**src/rtl/spi_sub_sync.sv**
```systemverilog
// rtl/spi_sub_sync.sv - clk-domain SPI subordinate, all CPOL/CPHA modes, optional SPI_SUB_FRAME_ERR_EN
module spi_sub_sync #(
  parameter int DATA_W      = 128,
  parameter int CPOL        = 0,
  parameter int CPHA        = 0,
  parameter int SYNC_STAGES = 2
) (
  input  logic              clk,
  input  logic              rst_n,
  input  logic              cs,
  input  logic              sclk,
  input  logic              sdi,
  output logic              sdo,
  input  logic [DATA_W-1:0] tx_data,
  input  logic              tx_valid,
  output logic              tx_ready,
  output logic [DATA_W-1:0] rx_data,
  output logic              rx_valid,
  output logic              busy,
`ifdef SPI_SUB_FRAME_ERR_EN
  output logic              frame_err,
`endif
  output logic              tx_underrun
);

  localparam int            CW        = $clog2(DATA_W + 1);
  localparam logic [CW-1:0] CNT_FULL  = CW'(DATA_W);
  localparam logic [CW-1:0] CNT_LAST  = CW'(DATA_W - 1);
  localparam logic          IDLE_SCLK = 1'(CPOL);

  typedef enum logic {S_IDLE, S_SHIFT} state_t;

  logic [SYNC_STAGES-1:0] cs_sync_q, sclk_sync_q, sdi_sync_q;
  logic                   cs_prev_q, sclk_prev_q;
  logic                   cs_s, sclk_s, sdi_s;
  logic                   cs_fall, cs_rise, lead_edge, trail_edge, sample_edge, shift_edge;

  state_t                 state_q, state_d;
  logic [CW-1:0]          cnt_q, cnt_d;
  logic [DATA_W-1:0]      shift_q, shift_d, rx_shift_q, rx_shift_d, rx_data_q, rx_data_d;
  logic [DATA_W-1:0]      hold_q, hold_d;
  logic                   hold_full_q, hold_full_d, rx_valid_q, rx_valid_d, sdo_q, sdo_d;
  logic                   underrun_q, underrun_d, pend_q, pend_d, zero_pend_q, zero_pend_d;
  logic                   word_load, frame_start;
`ifdef SPI_SUB_FRAME_ERR_EN
  logic                   frame_err_q, frame_err_d;
`endif

  always_ff @(posedge clk) begin
    if (!rst_n) begin
      cs_sync_q   <= '1;
      sclk_sync_q <= {SYNC_STAGES{IDLE_SCLK}};
      sdi_sync_q  <= '0;
      cs_prev_q   <= 1'b1;
      sclk_prev_q <= IDLE_SCLK;
    end else begin
      cs_sync_q   <= {cs_sync_q[SYNC_STAGES-2:0], cs};
      sclk_sync_q <= {sclk_sync_q[SYNC_STAGES-2:0], sclk};
      sdi_sync_q  <= {sdi_sync_q[SYNC_STAGES-2:0], sdi};
      cs_prev_q   <= cs_sync_q[SYNC_STAGES-1];
      sclk_prev_q <= sclk_sync_q[SYNC_STAGES-1];
    end
  end

  assign cs_s        = cs_sync_q[SYNC_STAGES-1];
  assign sclk_s      = sclk_sync_q[SYNC_STAGES-1];
  assign sdi_s       = sdi_sync_q[SYNC_STAGES-1];
  assign cs_fall     = cs_prev_q & ~cs_s;
  assign cs_rise     = ~cs_prev_q & cs_s;
  assign lead_edge   = (sclk_s ^ sclk_prev_q) & (sclk_s != IDLE_SCLK);
  assign trail_edge  = (sclk_s ^ sclk_prev_q) & (sclk_s == IDLE_SCLK);
  assign sample_edge = (CPHA != 0) ? trail_edge : lead_edge;
  assign shift_edge  = (CPHA != 0) ? lead_edge : trail_edge;

  always_comb begin
    state_d     = state_q;
    cnt_d       = cnt_q;
    shift_d     = shift_q;
    rx_shift_d  = rx_shift_q;
    rx_data_d   = rx_data_q;
    rx_valid_d  = 1'b0;
    sdo_d       = sdo_q;
    hold_d      = hold_q;
    hold_full_d = hold_full_q;
    underrun_d  = underrun_q;
    pend_d      = pend_q;
    zero_pend_d = zero_pend_q;
    word_load   = 1'b0;
    frame_start = 1'b0;
`ifdef SPI_SUB_FRAME_ERR_EN
    frame_err_d = 1'b0;
`endif
    case (state_q)
      S_IDLE: begin
        if (cs_fall) begin
          state_d     = S_SHIFT;
          cnt_d       = '0;
          word_load   = 1'b1;
          frame_start = 1'b1;
`ifdef SPI_SUB_FRAME_ERR_EN
          underrun_d  = 1'b0;
`endif
        end
      end
      S_SHIFT: begin
        if (cs_rise) begin
          state_d     = S_IDLE;
          cnt_d       = '0;
          sdo_d       = 1'b0;
          pend_d      = 1'b0;
          zero_pend_d = 1'b0;
          if (cnt_q == CNT_FULL || (sample_edge && cnt_q == CNT_LAST)) begin
            rx_data_d  = (cnt_q == CNT_FULL) ? rx_shift_q : {rx_shift_q[DATA_W-2:0], sdi_s};
            rx_valid_d = 1'b1;
          end
`ifdef SPI_SUB_FRAME_ERR_EN
          else if (cnt_q != '0) frame_err_d = 1'b1;
`endif
        end else begin
          if (cnt_q == CNT_FULL) begin
            rx_data_d  = rx_shift_q;
            rx_valid_d = 1'b1;
            cnt_d      = '0;
            word_load  = 1'b1;
          end
          if (sample_edge) begin
            rx_shift_d = {rx_shift_q[DATA_W-2:0], sdi_s};
            cnt_d      = cnt_q + 1'b1;
            // an empty burst reload only counts as underrun once the next word really begins
            if (cnt_q == '0 && zero_pend_q) begin
              underrun_d  = 1'b1;
              zero_pend_d = 1'b0;
            end
          end
          if (shift_edge) begin
            if (pend_q) begin
              sdo_d  = shift_q[DATA_W-1];
              pend_d = 1'b0;
            end else begin
              shift_d = {shift_q[DATA_W-2:0], 1'b0};
              sdo_d   = shift_q[DATA_W-2];
            end
          end
        end
      end
      default: state_d = S_IDLE;
    endcase
    if (word_load) begin
      shift_d     = hold_full_q ? hold_q : '0;
      hold_full_d = 1'b0;
      pend_d      = !(frame_start && CPHA == 0);
      if (frame_start) begin
        if (CPHA == 0) sdo_d = hold_full_q & hold_q[DATA_W-1];
        if (!hold_full_q) underrun_d = 1'b1;
      end else begin
        zero_pend_d = !hold_full_q;
      end
    end
    if (tx_valid && !hold_full_q) begin
      hold_d      = tx_data;
      hold_full_d = 1'b1;
    end
  end

  always_ff @(posedge clk) begin
    if (!rst_n) begin
      state_q     <= S_IDLE;
      cnt_q       <= '0;
      shift_q     <= '0;
      rx_shift_q  <= '0;
      rx_data_q   <= '0;
      rx_valid_q  <= 1'b0;
      sdo_q       <= 1'b0;
      hold_q      <= '0;
      hold_full_q <= 1'b0;
      underrun_q  <= 1'b0;
      pend_q      <= 1'b0;
      zero_pend_q <= 1'b0;
`ifdef SPI_SUB_FRAME_ERR_EN
      frame_err_q <= 1'b0;
`endif
    end else begin
      state_q     <= state_d;
      cnt_q       <= cnt_d;
      shift_q     <= shift_d;
      rx_shift_q  <= rx_shift_d;
      rx_data_q   <= rx_data_d;
      rx_valid_q  <= rx_valid_d;
      sdo_q       <= sdo_d;
      hold_q      <= hold_d;
      hold_full_q <= hold_full_d;
      underrun_q  <= underrun_d;
      pend_q      <= pend_d;
      zero_pend_q <= zero_pend_d;
`ifdef SPI_SUB_FRAME_ERR_EN
      frame_err_q <= frame_err_d;
`endif
    end
  end

  assign sdo         = sdo_q;
  assign tx_ready    = ~hold_full_q;
  assign rx_data     = rx_data_q;
  assign rx_valid    = rx_valid_q;
  assign busy        = (state_q == S_SHIFT);
  assign tx_underrun = underrun_q;
`ifdef SPI_SUB_FRAME_ERR_EN
  assign frame_err   = frame_err_q;
`endif

endmodule

```
**config.mk**
```make
export PLATFORM = sky130hd
export DESIGN_NAME = spi_sub_sync
export DESIGN_NICKNAME = d
export VERILOG_FILES = /design/src/rtl/spi_sub_sync.sv
export SDC_FILE = /design/constraint.sdc
export NUM_CORES = 1
export LEC_CHECK = 0
export ABC_AREA = 0
export ABC_CLOCK_PERIOD_IN_PS = 2350
export CORE_ASPECT_RATIO = 1.4
export CORE_UTILIZATION = 45
export CTS_BUF_LIST = sky130_fd_sc_hd__clkbuf_8 sky130_fd_sc_hd__clkbuf_16
export CTS_CLUSTER_SIZE = 40
export DETAILED_ROUTE_END_ITERATION = 8
export PLACE_DENSITY = 0.69
export SLEW_MARGIN = 20
export SYNTH_ARGS = -nofsm -noshare
export SYNTH_HDL_FRONTEND = slang
export SYNTH_SLANG_ARGS = --single-unit
```
**constraint.sdc**
```tcl
create_clock -name clk -period 2.35 [get_ports clk]
set_clock_uncertainty 0.15 [all_clocks]
set_input_delay 0.47 -clock clk [delete_from_list [all_inputs] [get_ports clk]]
set_output_delay 0.47 -clock clk [all_outputs]
set_load 0.01 [all_outputs]
```
# Yosys cells after proc, flatten, opt, wreduce, memory -nomap -nowiden
# Index checks and enable logic that the tools add are counted.
# word_totals
regBits,535
inputBits,134
output_inout_bits,133
# classes
addsub,1
n_eq_ne,7
muxes,49
bitwise_logic,12
n_reduce_logical,18
# ops
operator,count
two-way mux 128 bit,10
two-way mux 1 bit,32
two-way mux 8 bit,4
one-hot mux 8 bit (2 select lines),1
adder 8 x 1 -> 8 bit (second input constant),1
== test 8 x 7 -> 1 bit (second input constant),1
== test 8 bit (second input constant),1
zero test 8 bit,1
nonzero test 2 bit,4
!= test 2 x 1 -> 1 bit (second input constant),3
inverter 1 bit,6
AND reduction 2 bit,3
AND reduction 3 bit,2
bitwise AND 1 bit,5
!= test 4 x 3 -> 1 bit (second input constant),1
one-hot mux 1 bit (2 select lines),2
AND reduction 4 bit,1
logical AND 1 bit,3
nonzero test 3 bit,1
zero test 1 bit,2
!= test 2 bit (second input constant),1
logical OR 1 bit,1
bitwise XOR 1 bit,1

# Logic depth before layout (Yosys ltp)
# Gate-level depths: netlist (run 1).
# depth
ltp_word,9
ltp_mapped,8
depth_no_buf,6

# Worst setup path after synthesis (run 1)
# OpenSTA, ideal clock, no wires.
# synth_path
path_kind,register to register
start,register cnt_q[2]
end,register shift_q[41]
setup_ns,0.119
arrival_ns,1.792
slack_ns,0.290
path_stages_with_launch,7
path_buffers,2
synth_period_minus_slack_ns,2.060
path_cell_list,dfxtp_1 -> or4_4 -> nor4_4 -> buf_2 -> buf_2 -> o21ai_0 -> o221a_2
# synth_between
elab_chain_len,6
word_cells_on_any_way,10
# synth_rtl
item,line_no,rtl
"start, declared",39,"logic [CW-1:0] cnt_q, cnt_d;"
"start signal, assigned",184,cnt_q <= cnt_d;
== test 8 bit *,120,if (cnt_q == CNT_FULL) begin
two-way mux 1 bit *,120,
two-way mux 1 bit *,106,if (cs_rise) begin
one-hot mux 1 bit (2 select lines) *,93,case (state_q)
!= test 2 x 1 -> 1 bit (no line) or nonzero test 2 bit (tied branches),-,
AND reduction 4 bit (no line),-,
"end signal, assigned",185,shift_q <= shift_d;
"end, declared",40,"logic [DATA_W-1:0] shift_q, shift_d, rx_shift_q, rx_shift_d, rx_data_q, rx_data_d;"
# Mark *: on every way between the ends. The rest lies on a longest branch, timed or not.
# A chain may end at the register's enable or synchronous reset.

# Final worst setup path (run 1)
# layout_path
start,register cnt_q[3]
end,register shift_q[10]
# The elaborated chain is that of the path after synthesis.

==> summary by stage, run 1 <==
Run status
The run finished with clean final reports.

Logic synthesis
In this run, synthesis produced a sequential element count of 535. The cell area that synthesis handed to floorplanning was 0.0209 mm^2. Synthesis produced a netlist with a net count of 2688. The synthesized instance count is 2552. The count of synthesis-stage warnings from yosys is 0. The average cell area after synthesis is 8.20 um^2. The synthesized netlist contains 50 unique library cells. Of the synthesized area, sequential elements account for 0.512.

Clock network
The maximum level of the CTS H-tree is 2. Counting every sink on the clock net gives 535. The clock slew at the register clock pins of the worst setup and hold paths is 0.07 ns. The root buffer cell is clkbuf_16. The TritonCTS clock tree is built. The source-to-sink clock delay at the later pin of the worst-skew pair is 0.56 ns.

Counting the buffers created by CTS gives 50. The maximum count of clock buffers along a single path is 3.

Setup path
Counting both buffers and inverters, the worst setup path holds a total of 3. The startpoint class of the critical path is a register. By startpoint and endpoint, the worst setup path is classified as reg -> reg. The cell occurring most often along the worst timing path is buf_4. On the critical path, the stage with the largest delay is an instance of or4_4.

The category of cells accounting for the largest share of critical-path delay is simple AND/OR/NAND/NOR gates. At the worst endpoint, the arrival time is 2.65 ns. For this run, the slowest stage of the critical path takes 0.60 ns.

Walking the worst path, the cells encountered are or4_4, nor4_4, buf_4, clkbuf_16, buf_4, o21ai_0, o221a_2. Of all nets on the critical path, the largest fanout is 6. The element type at the critical path end is a register. Data on the critical path is required at its endpoint by 2.66 ns.

Detailed routing
Summed over all layers, the routed wires come to 52800 um. The count of nets left with antenna violations after detail routing is 0. The total via count after detailed routing is 18600. The per-cell routed wire length is 15.6 um. In the routed layout, each cell is associated on average with a via count of 5.48. After detailed routing, the number of remaining DRC violations is 0. For this block, the initial DRC count from the detailed router was 1349. The first-pass detailed-route iteration total is 5.

STA
The slew of the pin with the lowest slew margin is 0.556 ns. The number of failing setup endpoints in the final timing report is 0. Subtracting the final worst setup slack from the clock period gives 2.34 ns. The worst path setup slack after routing is 0.0142 ns.

The final number of hold-violating endpoints was 0. Dividing the final minimum period by the clock period gives 0.994. The relative slew slack is 0.629. Setup repair after global routing could not meet its margin everywhere. The timing-limited maximum frequency is 428 MHz.

The final count of pins violating max slew is 0.

Power and ir drop
The power density over the cells is 723 mW/mm^2. Of the total power, combinational logic draws 0.062. Of the total power, the share spent switching nets is 0.220. The internal portion of the total power is 15.1 mW. The final total power is 19.4 mW. Across the VDD grid, the largest voltage drop is 0.536 mV.

The switching power is 4.26 mW. The share of total power in the clock network is 0.447. The sequential share of power is 0.490. In this run the static leakage power is 8.90 nW.

Die
During I/O placement, the number of pins put on the boundary was 267. The height of the chip is 257 um. The initial standard-cell utilization of the core is 0.455.

After floorplanning, the core was sized to cover 0.0460 mm^2. The die covers 0.0474 mm^2. The count of standard-cell rows is 93.

The floorplan step set the die width to 184 um.

Place
The minimum setup slack after placement is 0.0355 ns. After detailed placement, the design holds a cell count of 3289. The weighted congestion at the end of routability-driven global placement is 0.820. The count of buffers added on input and output ports is 266. The placed instances occupy a cell area of 0.0247 mm^2.

The wire-length estimate of the detail-placed layout is 33100 um.

Global route
Entering global routing, the biggest net connects 127 pins. The first global-routing pass estimated 84500 um of wire. The via count of the first global-routing pass is 17300. The total overflow left after global routing is 0. The total global routing track utilization is 0.212. The initial antenna violation count was 0.

Min path
The type of the worst min-delay path is reg -> reg.

Cells and area
The filler cell count in the final layout is 4043. Relative to the synthesized area, the layout overhead comes to 28.0%. The fraction of final layout cells with drive strength greater than 1 is 0.127. The number of antenna diodes in the final layout is 0. For this run, the post-layout net count is 2874. The finished cells cover 0.0268 mm^2. For this run, the number of standard cells in the final layout without fillers is 3396.

Flow run
The count of max-cap constraint violations is 0.
==> power groups by stage <==
stage / logic [mW] / clock network [mW] / registers (mW)
2_1_floorplan: 0.693 / 0 / 9.64
3_3_place_gp: 1.18 / 0 / 9.69
3_5_place_dp: 1.21 / 0 / 9.69
4_1_cts: 1.21 / 8.81 / 9.50
5_1_grt: 1.33 / 9.17 / 9.52
6_report: 1.21 / 8.66 / 9.50
==> metal layers <==
| metal | GRT usage | wire [um] |
|---|---|---|
| met4 | 0.0625 | 1150 |
| met1 | 0.269 | 22800 |
| met5 | 0 | 0 |
| met2 | 0.374 | 26500 |
| met3 | 0.0255 | 2380 |
==> worst reg2reg max path: cells and delay by family, from the launching register on <==
kind | cells | cell delay [ns]
simple gates | 2 | 1.02
compound gates | 2 | 0.25
buf+inv | 3 | 0.46
flops | 1 | 0.36
==> what timing repair did <==
action,4_1_cts,5_1_grt
setup endpoints to repair,2,195
pin swaps,0,5
buffers inserted,0,8
gates cloned,0,6
hold buffers,0,0
gates resized for setup,3,13
==> cells in the final DEF, fill, tap and decap left out, types with 16 or more instances in the layout <==
cell and instances:
clkbuf_8 18, buf_4 60, o21ai_0 125, a21oi_1 261, o221a_2 130, clkdlybuf4s50_1 265, clkbuf_16 59, a311oi_1 124
buf_12 39, inv_1 16, nor3_1 131, dfxtp_1 532, nand2_1 902
==> flip-flops by register name (all words and copies together) (netlist names), 2 cells and up <==
register / count
cnt_q: 8
cs_sync_q: 2
hold_q: 128
rx_data: 128
rx_shift_q: 128
sclk_sync_q: 2
sdi_sync_q: 2
shift_q: 128
==> worst paths after layout <==
check	from	slack, ns	cells after the start	endpoint
hold / removal	cs_sync_q[0]	0.27	1	cs_sync_q[1]
setup / recovery	cnt_q[3]	0.01	7	shift_q[10]
hold reg to reg	cs_sync_q[0]	0.27	1	cs_sync_q[1]
setup reg to reg	cnt_q[3]	0.01	7	shift_q[10]
==> metrics by stage <==
stage,hold WS [ns],utilization,setup TNS (ns)
global route,0.284,0.583,-0.119
finish,0.272,0.583,0
CTS,0.268,0.577,0
floorplan,0.236,-,0
global placement,0.258,0.537,0
detailed placement,0.247,0.537,0
==> logic make-up (layout without fill, tap and decap cells) <==
kind of cell             Yosys count  in the layout  synth area share
adder cells (fa/ha/maj)            2              2           0.00120
AO/OA/AOI/OAI                    672            672             0.225
buffers and inverters            253            480            0.0509
multiplexers                       2              2          0.000957
AND/OR/NAND/NOR                 1088           1088             0.210
flip-flops                       535            535             0.512
==> area by class of cell <==
type	instances	area, um^2	share of cell area
Sequential cell	535	10700	0.400
Multi-Input combinational cell	1764	9280	0.347
Timing Repair Buffer	377	4160	0.155
Tap cell	617	772	0.0288
Clock inverter	22	229	0.00855
Inverter	10	45.0	0.00168
Clock buffer	71	1570	0.0588
==> synth_stat cells, drive strengths merged <==
library cell | number | share of area
nand2 | 904 | 0.16
dfxtp | 535 | 0.51
a21oi | 263 | 0.063
clkbuf | 159 | 0.029
o21ai | 133 | 0.032
nor3 | 132 | 0.032
o221a | 131 | 0.070
a311oi | 128 | 0.054
buf | 84 | 0.020
inv | 10 | 0.0018
nor2 | 10 | 0.0018
and2 | 9 | 0.0027
nand3 | 7 | 0.0017
nor2b | 5 | 0.0015
nand2b | 4 | 0.0012
nor4 | 4 | 0.0022
a211oi | 2 | 0.00072
a31oi | 2 | 0.00060
ha | 2 | 0.0012
mux2i | 2 | 0.00096
nand3b | 2 | 0.00072
nor3b | 2 | 0.00072
o21a | 2 | 0.00072
o311a | 2 | 0.00096
or3 | 2 | 0.00060
a211o | 1 | 0.00042
a21o | 1 | 0.00036
a221oi | 1 | 0.00042
a41o | 1 | 0.00048
a41oi | 1 | 0.00042
and3 | 1 | 0.00030
and3b | 1 | 0.00042
nand4 | 1 | 0.00030
nand4bb | 1 | 0.00054
o211ai | 1 | 0.00036
o22ai | 1 | 0.00030
o31a | 1 | 0.00042
o31ai | 1 | 0.00036
or2 | 1 | 0.00030
or3b | 1 | 0.00042
or4 | 1 | 0.00054
Note: power is estimated with default switching activity, not from simulation.
==> run 2: changes to the inputs <==
CORE_ASPECT_RATIO = 0.5   (was 1.4)
SKIP_CTS_REPAIR_TIMING = 1   (was default)
==> run 2 against run 1 <==
Net effect: cell area decreased by 1.4%; sequential cell count is the same; maximum frequency grew 4.8%; first-iteration DRC count rose by 7.9%; cell count is 0.68% lower; critical endpoint is now shift_q[108]; largest power group unchanged; non-clock buffer count fell by 26; sequential power is essentially flat.
==> summary by stage, run 2 (synthesis gave the netlist of run 1 again) <==
Detailed routing
The via density per instance was 5.48 (about the same). The final routed DRC violation total is 0 (unchanged). The per-cell routed wire length is 16.1 um (was 15.6 um). The total via count after detailed routing is 18500 (was 18600).

The final wirelength is 54100 um (was 52800 um). The iteration-0 DRC count of the detailed router came to 1455 (was 1349). The count of nets left with antenna violations after detail routing came to 0 (unchanged).

The first-pass detailed-route iteration total was 6 (was 5).

STA
The final critical-path share of the clock period is 0.949 (was 0.994). The number of failing setup endpoints in the final timing report came to 0 (unchanged). The time the worst path needs with I/O delays and setup was 2.23 ns (was 2.34 ns). The final sum of negative setup slack is 0 ns (unchanged). The relative slew slack is 0.660 (was 0.629). The final count of pins violating max slew is 0 (unchanged). The slew of the pin with the lowest slew margin was 0.509 ns (was 0.556 ns).

The final number of hold-violating endpoints is 0 (unchanged). The timing-limited maximum frequency is 449 MHz (was 428 MHz). RSZ-0062 raised after global routing: no (was yes). The final worst hold slack is 0.258 ns (was 0.272 ns).

Clock network
The root buffer cell is clkbuf_16 (unchanged). The source-to-sink clock delay at the later pin of the worst-skew pair is 0.56 ns (about the same). The CTS sink count was 535 (unchanged). The maximum level of the CTS H-tree came to 2 (unchanged). The TritonCTS clock tree is built (unchanged). The number of buffers created by CTS is 48 (was 50). The clock slew at the register clock pins of the worst setup and hold paths is 0.07 ns (about the same).

The maximum count of clock buffers along a single path is 3 (unchanged).

Die
The area enclosed by the die boundary was 0.0474 mm^2 (about the same). The die boundary width is 307 um (was 184 um). The placeable core area was 0.0456 mm^2 (was 0.0460 mm^2). The number of top-level pins came to 267 (unchanged).

The initial standard-cell utilization of the core is 0.459 (was 0.455). The count of standard-cell rows is 55 (was 93). The height of the chip is 154 um (was 257 um).

Power and ir drop
The cell-internal power is 14.5 mW (was 15.1 mW). The power density over the cells came to 708 mW/mm^2 (was 723 mW/mm^2). The final total power came to 18.7 mW (was 19.4 mW).

The static leakage power is 8.68 nW (was 8.90 nW). The switching share of power is 0.225 (was 0.220). The share of total power in the clock network is 0.428 (was 0.447). The combinational power share came to 0.065 (was 0.062).

The sequential share of power is 0.507 (was 0.490). The maximum vdd drop is 0.474 mV (was 0.536 mV). The switching power is 4.21 mW (was 4.26 mW).

Flow run
The count of max-cap constraint violations is 0 (unchanged).

Setup path
Cell chain of the critical path: or4_4, nor4_4, buf_12, buf_4, o21ai_0, o221a_2 (was or4_4, nor4_4, buf_4, clkbuf_16, buf_4, o21ai_0, o221a_2). The data arrival time of the critical path is 2.53 ns (was 2.65 ns). The worst reg2reg path depth is 6 (was 7). The highest fanout seen on the critical path was 19 (was 6). The startpoint class of the critical path is a register (unchanged). The category of cells accounting for the largest share of critical-path delay was simple AND/OR/NAND/NOR gates (unchanged). The element type at the critical path end is a register (unchanged). The required time of the worst setup path was 2.65 ns (was 2.66 ns).

The cell type of the slowest stage on the worst timing path was or4_4 (unchanged). The biggest cell delay along the critical path is 0.59 ns (was 0.60 ns). The critical path buffer and inverter count was 2 (was 3). The critical path start-end classification is reg -> reg (unchanged). The total stage count of the critical path is 6 (was 7).

Global route
The largest net degree at the start of global routing is 104 (was 127). The initial antenna violation count is 0 (unchanged). The global route total overflow is 0 (unchanged). The total global routing track utilization came to 0.218 (was 0.212). The via count of the first global-routing pass came to 17100 (was 17300).

The first-pass GRT wire length was 87500 um (was 84500 um).

Cells and area
The fraction of final layout cells with drive strength greater than 1 came to 0.113 (was 0.127). The total inserted antenna cells is 0 (unchanged). Leading cell types in the layout, fill and taps excluded: 902 x nand2_1, 532 x dfxtp_1, 264 x clkdlybuf4s50_1 (was 902 x nand2_1, 532 x dfxtp_1, 265 x clkdlybuf4s50_1). The net total in the final layout was 2846 (was 2874). The filler cell count in the final layout was 4132 (was 4043). The area growth from synthesis to layout is 26.2% (was 28.0%). The leading cell type in the layout, fill and taps excluded is nand2_1 (unchanged). The filler-free cell count of the finished design was 3373 (was 3396). The fraction of the core area covered by cells at the end of the flow is 0.580 (was 0.583).

Place
The half-perimeter wire length after placement is 32400 um (was 33100 um). The number of cells after detailed placement is 3279 (was 3289). The port buffer count is 266 (unchanged). The weighted congestion at the end of routability-driven global placement is 0.781 (was 0.820).

Min path
The type of the worst min-delay path is reg -> reg (unchanged). The count of cells along the worst hold path came to 1 (unchanged).

Run status
Result of the run: finished clean (unchanged).
## run 2: cell types whose count changed in the layout (fill, tap and decap cells not counted), moves of 2 or more
cell            previous run  this run
clkbuf_8                  18        11
inv_1                     16        23
clkbuf_16                 59        53
a311oi_2                   4         0
buf_6                      3         0
buf_12                    39        47
dlymetal6s2s_1             0         2
clkinv_2                   8         4
clkinvlp_4                 0         2
a311oi_1                 124       128
buf_4                     60        32
## run 2: power groups by stage
stage                     Sequential, mW  Combinational [mW]  Clock (mW)
after floorplan                     9.64               0.693           0
after global placement              9.69                1.20           0
after detailed placement            9.69                1.22           0
after CTS                           9.49                1.22        8.17
after global routing                9.52                1.34        8.54
final                               9.49                1.21        8.00
## run 2: path summary, 6_finish.rpt
kind / from / end / slack, ns
hold / removal: cs_sync_q[0] / cs_sync_q[1] / 0.26
hold reg to reg: cs_sync_q[0] / cs_sync_q[1] / 0.26
setup / recovery: cnt_q[3] / shift_q[108] / 0.12
setup reg to reg: cnt_q[3] / shift_q[108] / 0.12
## run 2: per-layer routing
layer,vias up,track usage,routed length (um)
li1,9209,-,-
met4,0,0.0614,1350
met2,333,0.371,26200
met5,-,0,0
met1,8849,0.289,24800
met3,85,0.0285,1770
## run 2: per-stage QoR
stage,worst slack [ns],instance area [um^2]
2_1_floorplan,0.290,20900
3_3_place_gp,0.125,24600
3_5_place_dp,0.0720,24600
4_1_cts,-0.190,26200
5_1_grt,0.000679,26400
6_report,0.120,26400
## run 2: layout make-up
class / count / area (um^2) / area share
clock buffer: 60 / 1380 / 0.0522
sequential: 535 / 10700 / 0.406
clock inverter: 26 / 225 / 0.00853
timing repair buffer: 351 / 4000 / 0.152
inverter: 10 / 45.0 / 0.00171
multi-input combinational: 1764 / 9260 / 0.351
tap: 627 / 785 / 0.0297
## run 2: worst register-to-register path: stages, from the launching register on
cell     delay (ns)
dfxtp_1        0.37
or4_4          0.60
nor4_4         0.30
buf_12         0.19
buf_4          0.23
o21ai_0        0.16
o221a_2        0.15
==> run 3: changes to the inputs <==
PLACE_DENSITY = 0.75   (was 0.69)
RECOVER_POWER = 50   (was default)
==> run 3 against run 2 <==
Net effect: via count increased by 1.0%; total power shrank 3.0%; cell count decreased by 0.44%; register-to-register slack worse by 0.02 ns; critical endpoint is now rx_data[42]; largest cell class unchanged; largest power group unchanged; highest routed layer unchanged.
==> summary by stage, run 3 (synthesis gave the netlist of run 1 again) <==
Run status
Result of the run: finished clean (unchanged).

Setup path
The cell type of the slowest stage on the worst timing path is or4_4 (unchanged). The beginning of the critical path is cnt_q[3] (unchanged). The highest fanout seen on the critical path is 70 (was 19). The critical path buffer and inverter count was 1 (was 2). The element type at the critical path end is a register (unchanged).

The startpoint class of the critical path was a register (unchanged). The data arrival time of the critical path is 2.55 ns (was 2.53 ns). The required time of the worst setup path was 2.65 ns (about the same). The startpoint of the most critical register-to-register path is cnt_q[3] (unchanged). Cell chain of the critical path: or4_4, o21ai_4, buf_12, nand2_1, a311oi_1 (was or4_4, nor4_4, buf_12, buf_4, o21ai_0, o221a_2). The category of cells accounting for the largest share of critical-path delay is simple AND/OR/NAND/NOR gates (unchanged).

The critical path start-end classification is reg -> reg (unchanged). The biggest cell delay along the critical path was 0.59 ns (about the same).

Detailed routing
The total via count after detailed routing is 18700 (was 18500). The count of nets left with antenna violations after detail routing is 0 (unchanged). The via density per instance is 5.56 (was 5.48). The final wirelength is 54100 um (about the same). The iteration-0 DRC count of the detailed router is 1385 (was 1455). The first-pass detailed-route iteration total is 5 (was 6). The per-cell routed wire length is 16.1 um (about the same). The final routed DRC violation total is 0 (unchanged).

Cells and area
The multi-input combinational cell area is 0.00926 mm^2 (about the same). The net total in the final layout is 2838 (was 2846). The leading cell type in the layout, fill and taps excluded is nand2_1 (unchanged). The fraction of final layout cells with drive strength greater than 1 is 0.107 (was 0.113). Leading cell types in the layout, fill and taps excluded: 902 x nand2_1, 533 x dfxtp_1, 262 x a21oi_1 (was 902 x nand2_1, 532 x dfxtp_1, 264 x clkdlybuf4s50_1).

The filler-free cell count of the finished design is 3358 (was 3373). The filler cell count in the final layout is 4129 (was 4132). The flip-flop and latch area was 0.0107 mm^2 (about the same). The area growth from synthesis to layout is 24.6% (was 26.2%). The total inserted antenna cells is 0 (unchanged).

STA
The final critical-path share of the clock period is 0.957 (was 0.949). The final worst hold slack is 0.285 ns (was 0.258 ns). The final count of pins violating max slew is 0 (unchanged).

The final number of hold-violating endpoints was 0 (unchanged). The slew of the pin with the lowest slew margin was 1.07 ns (was 0.509 ns). The time the worst path needs with I/O delays and setup came to 2.25 ns (was 2.23 ns). The number of failing setup endpoints in the final timing report is 0 (unchanged). The relative slew slack is 0.286 (was 0.660). The timing-limited maximum frequency is 445 MHz (was 449 MHz).

The final sum of negative setup slack is 0 ns (unchanged).

Global route
The global route total overflow came to 0 (unchanged). The initial antenna violation count came to 0 (unchanged). The via count of the first global-routing pass came to 17400 (was 17100). The met1 usage in global routing is 0.276 (was 0.289).

The first-pass GRT wire length is 87200 um (was 87500 um). The routing usage on met3 is 0.0289 (was 0.0285). The layer carrying the most global-route usage is met2 (unchanged). The largest net degree at the start of global routing is 75 (was 104). The global routing met2 resource utilization is 0.379 (was 0.371). The total global routing track utilization is 0.216 (was 0.218).

Die
The placeable core area is 0.0456 mm^2 (unchanged). The initial standard-cell utilization of the core is 0.459 (unchanged). The number of top-level pins is 267 (unchanged).

The area enclosed by the die boundary was 0.0474 mm^2 (unchanged). The die boundary width came to 307 um (unchanged). The count of standard-cell rows came to 55 (unchanged). The height of the chip was 154 um (unchanged).

Clock network
The maximum level of the CTS H-tree is 2 (unchanged). The source-to-sink clock delay at the later pin of the worst-skew pair was 0.56 ns (about the same). The TritonCTS clock tree was built (unchanged). The number of buffers created by CTS is 46 (was 48).

The root buffer cell is clkbuf_16 (unchanged). The clock slew at the register clock pins of the worst setup and hold paths is 0.07 ns (about the same). The CTS sink count is 535 (unchanged). The maximum count of clock buffers along a single path is 3 (unchanged).

Min path
The hold path startpoint is sclk_sync_q[0] (was cs_sync_q[0]). The type of the worst min-delay path is reg -> reg (unchanged).

Power and ir drop
The static leakage power is 8.87 nW (was 8.68 nW). The maximum vdd drop is 0.461 mV (was 0.474 mV). The power density over the cells is 695 mW/mm^2 (was 708 mW/mm^2). The final total power was 18.1 mW (was 18.7 mW).

Place
The number of cells after detailed placement was 3272 (was 3279). The weighted congestion at the end of routability-driven global placement is 0.799 (was 0.781). The port buffer count is 266 (unchanged). The half-perimeter wire length after placement is 32700 um (was 32400 um).

Flow run
The count of max-cap constraint violations was 0 (unchanged).
-- run 3: cell count changes in the layout (fill, tap and decap cells not counted), sizes merged --
cell	previous run	this run
buf	81	72
bufinv	4	1
clkdlybuf4s50	264	165
clkinv	5	3
dlygate4sd3	0	101
dlymetal6s2s	2	0
inv	25	23
or2	1	2
-- run 3: final timing paths --
kind                            slack, ns  cells past startpoint             end
worst max-delay path                 0.10                      5     rx_data[42]
worst min-delay path                 0.28                      1  sclk_sync_q[1]
worst max register to register       0.10                      5     rx_data[42]
worst min register to register       0.28                      1  sclk_sync_q[1]
-- run 3: layout make-up --
class	count	share of cell area
Inverter	10	0.00149
Clock buffer	58	0.0518
Timing Repair Buffer	344	0.147
Tap cell	627	0.0301
Sequential cell	535	0.411
Multi-Input combinational cell	1765	0.355
Clock inverter	19	0.00403
-- run 3: power by group --
group,internal [mW],switching [mW]
Clock,4.13,3.31
Combinational,0.566,0.634
Sequential,9.34,0.153
-- run 3: stage by stage --
step                cell area, um^2  utilization  setup slack (ns)
detailed placement            24500        0.538            0.0852
finish                        26100        0.573             0.100
CTS                           26000        0.570           -0.0684
floorplan                     20900            -             0.290
global route                  26100        0.573           -0.0108
global placement              24500        0.538             0.132
-- run 3: layer usage --
| layer | vias to the layer above | wire length [um] |
|---|---|---|
| met3 | 91 | 2160 |
| met1 | 8993 | 23600 |
| met5 | - | 0 |
| li1 | 9182 | - |
| met4 | 0 | 1480 |
| met2 | 396 | 26900 |
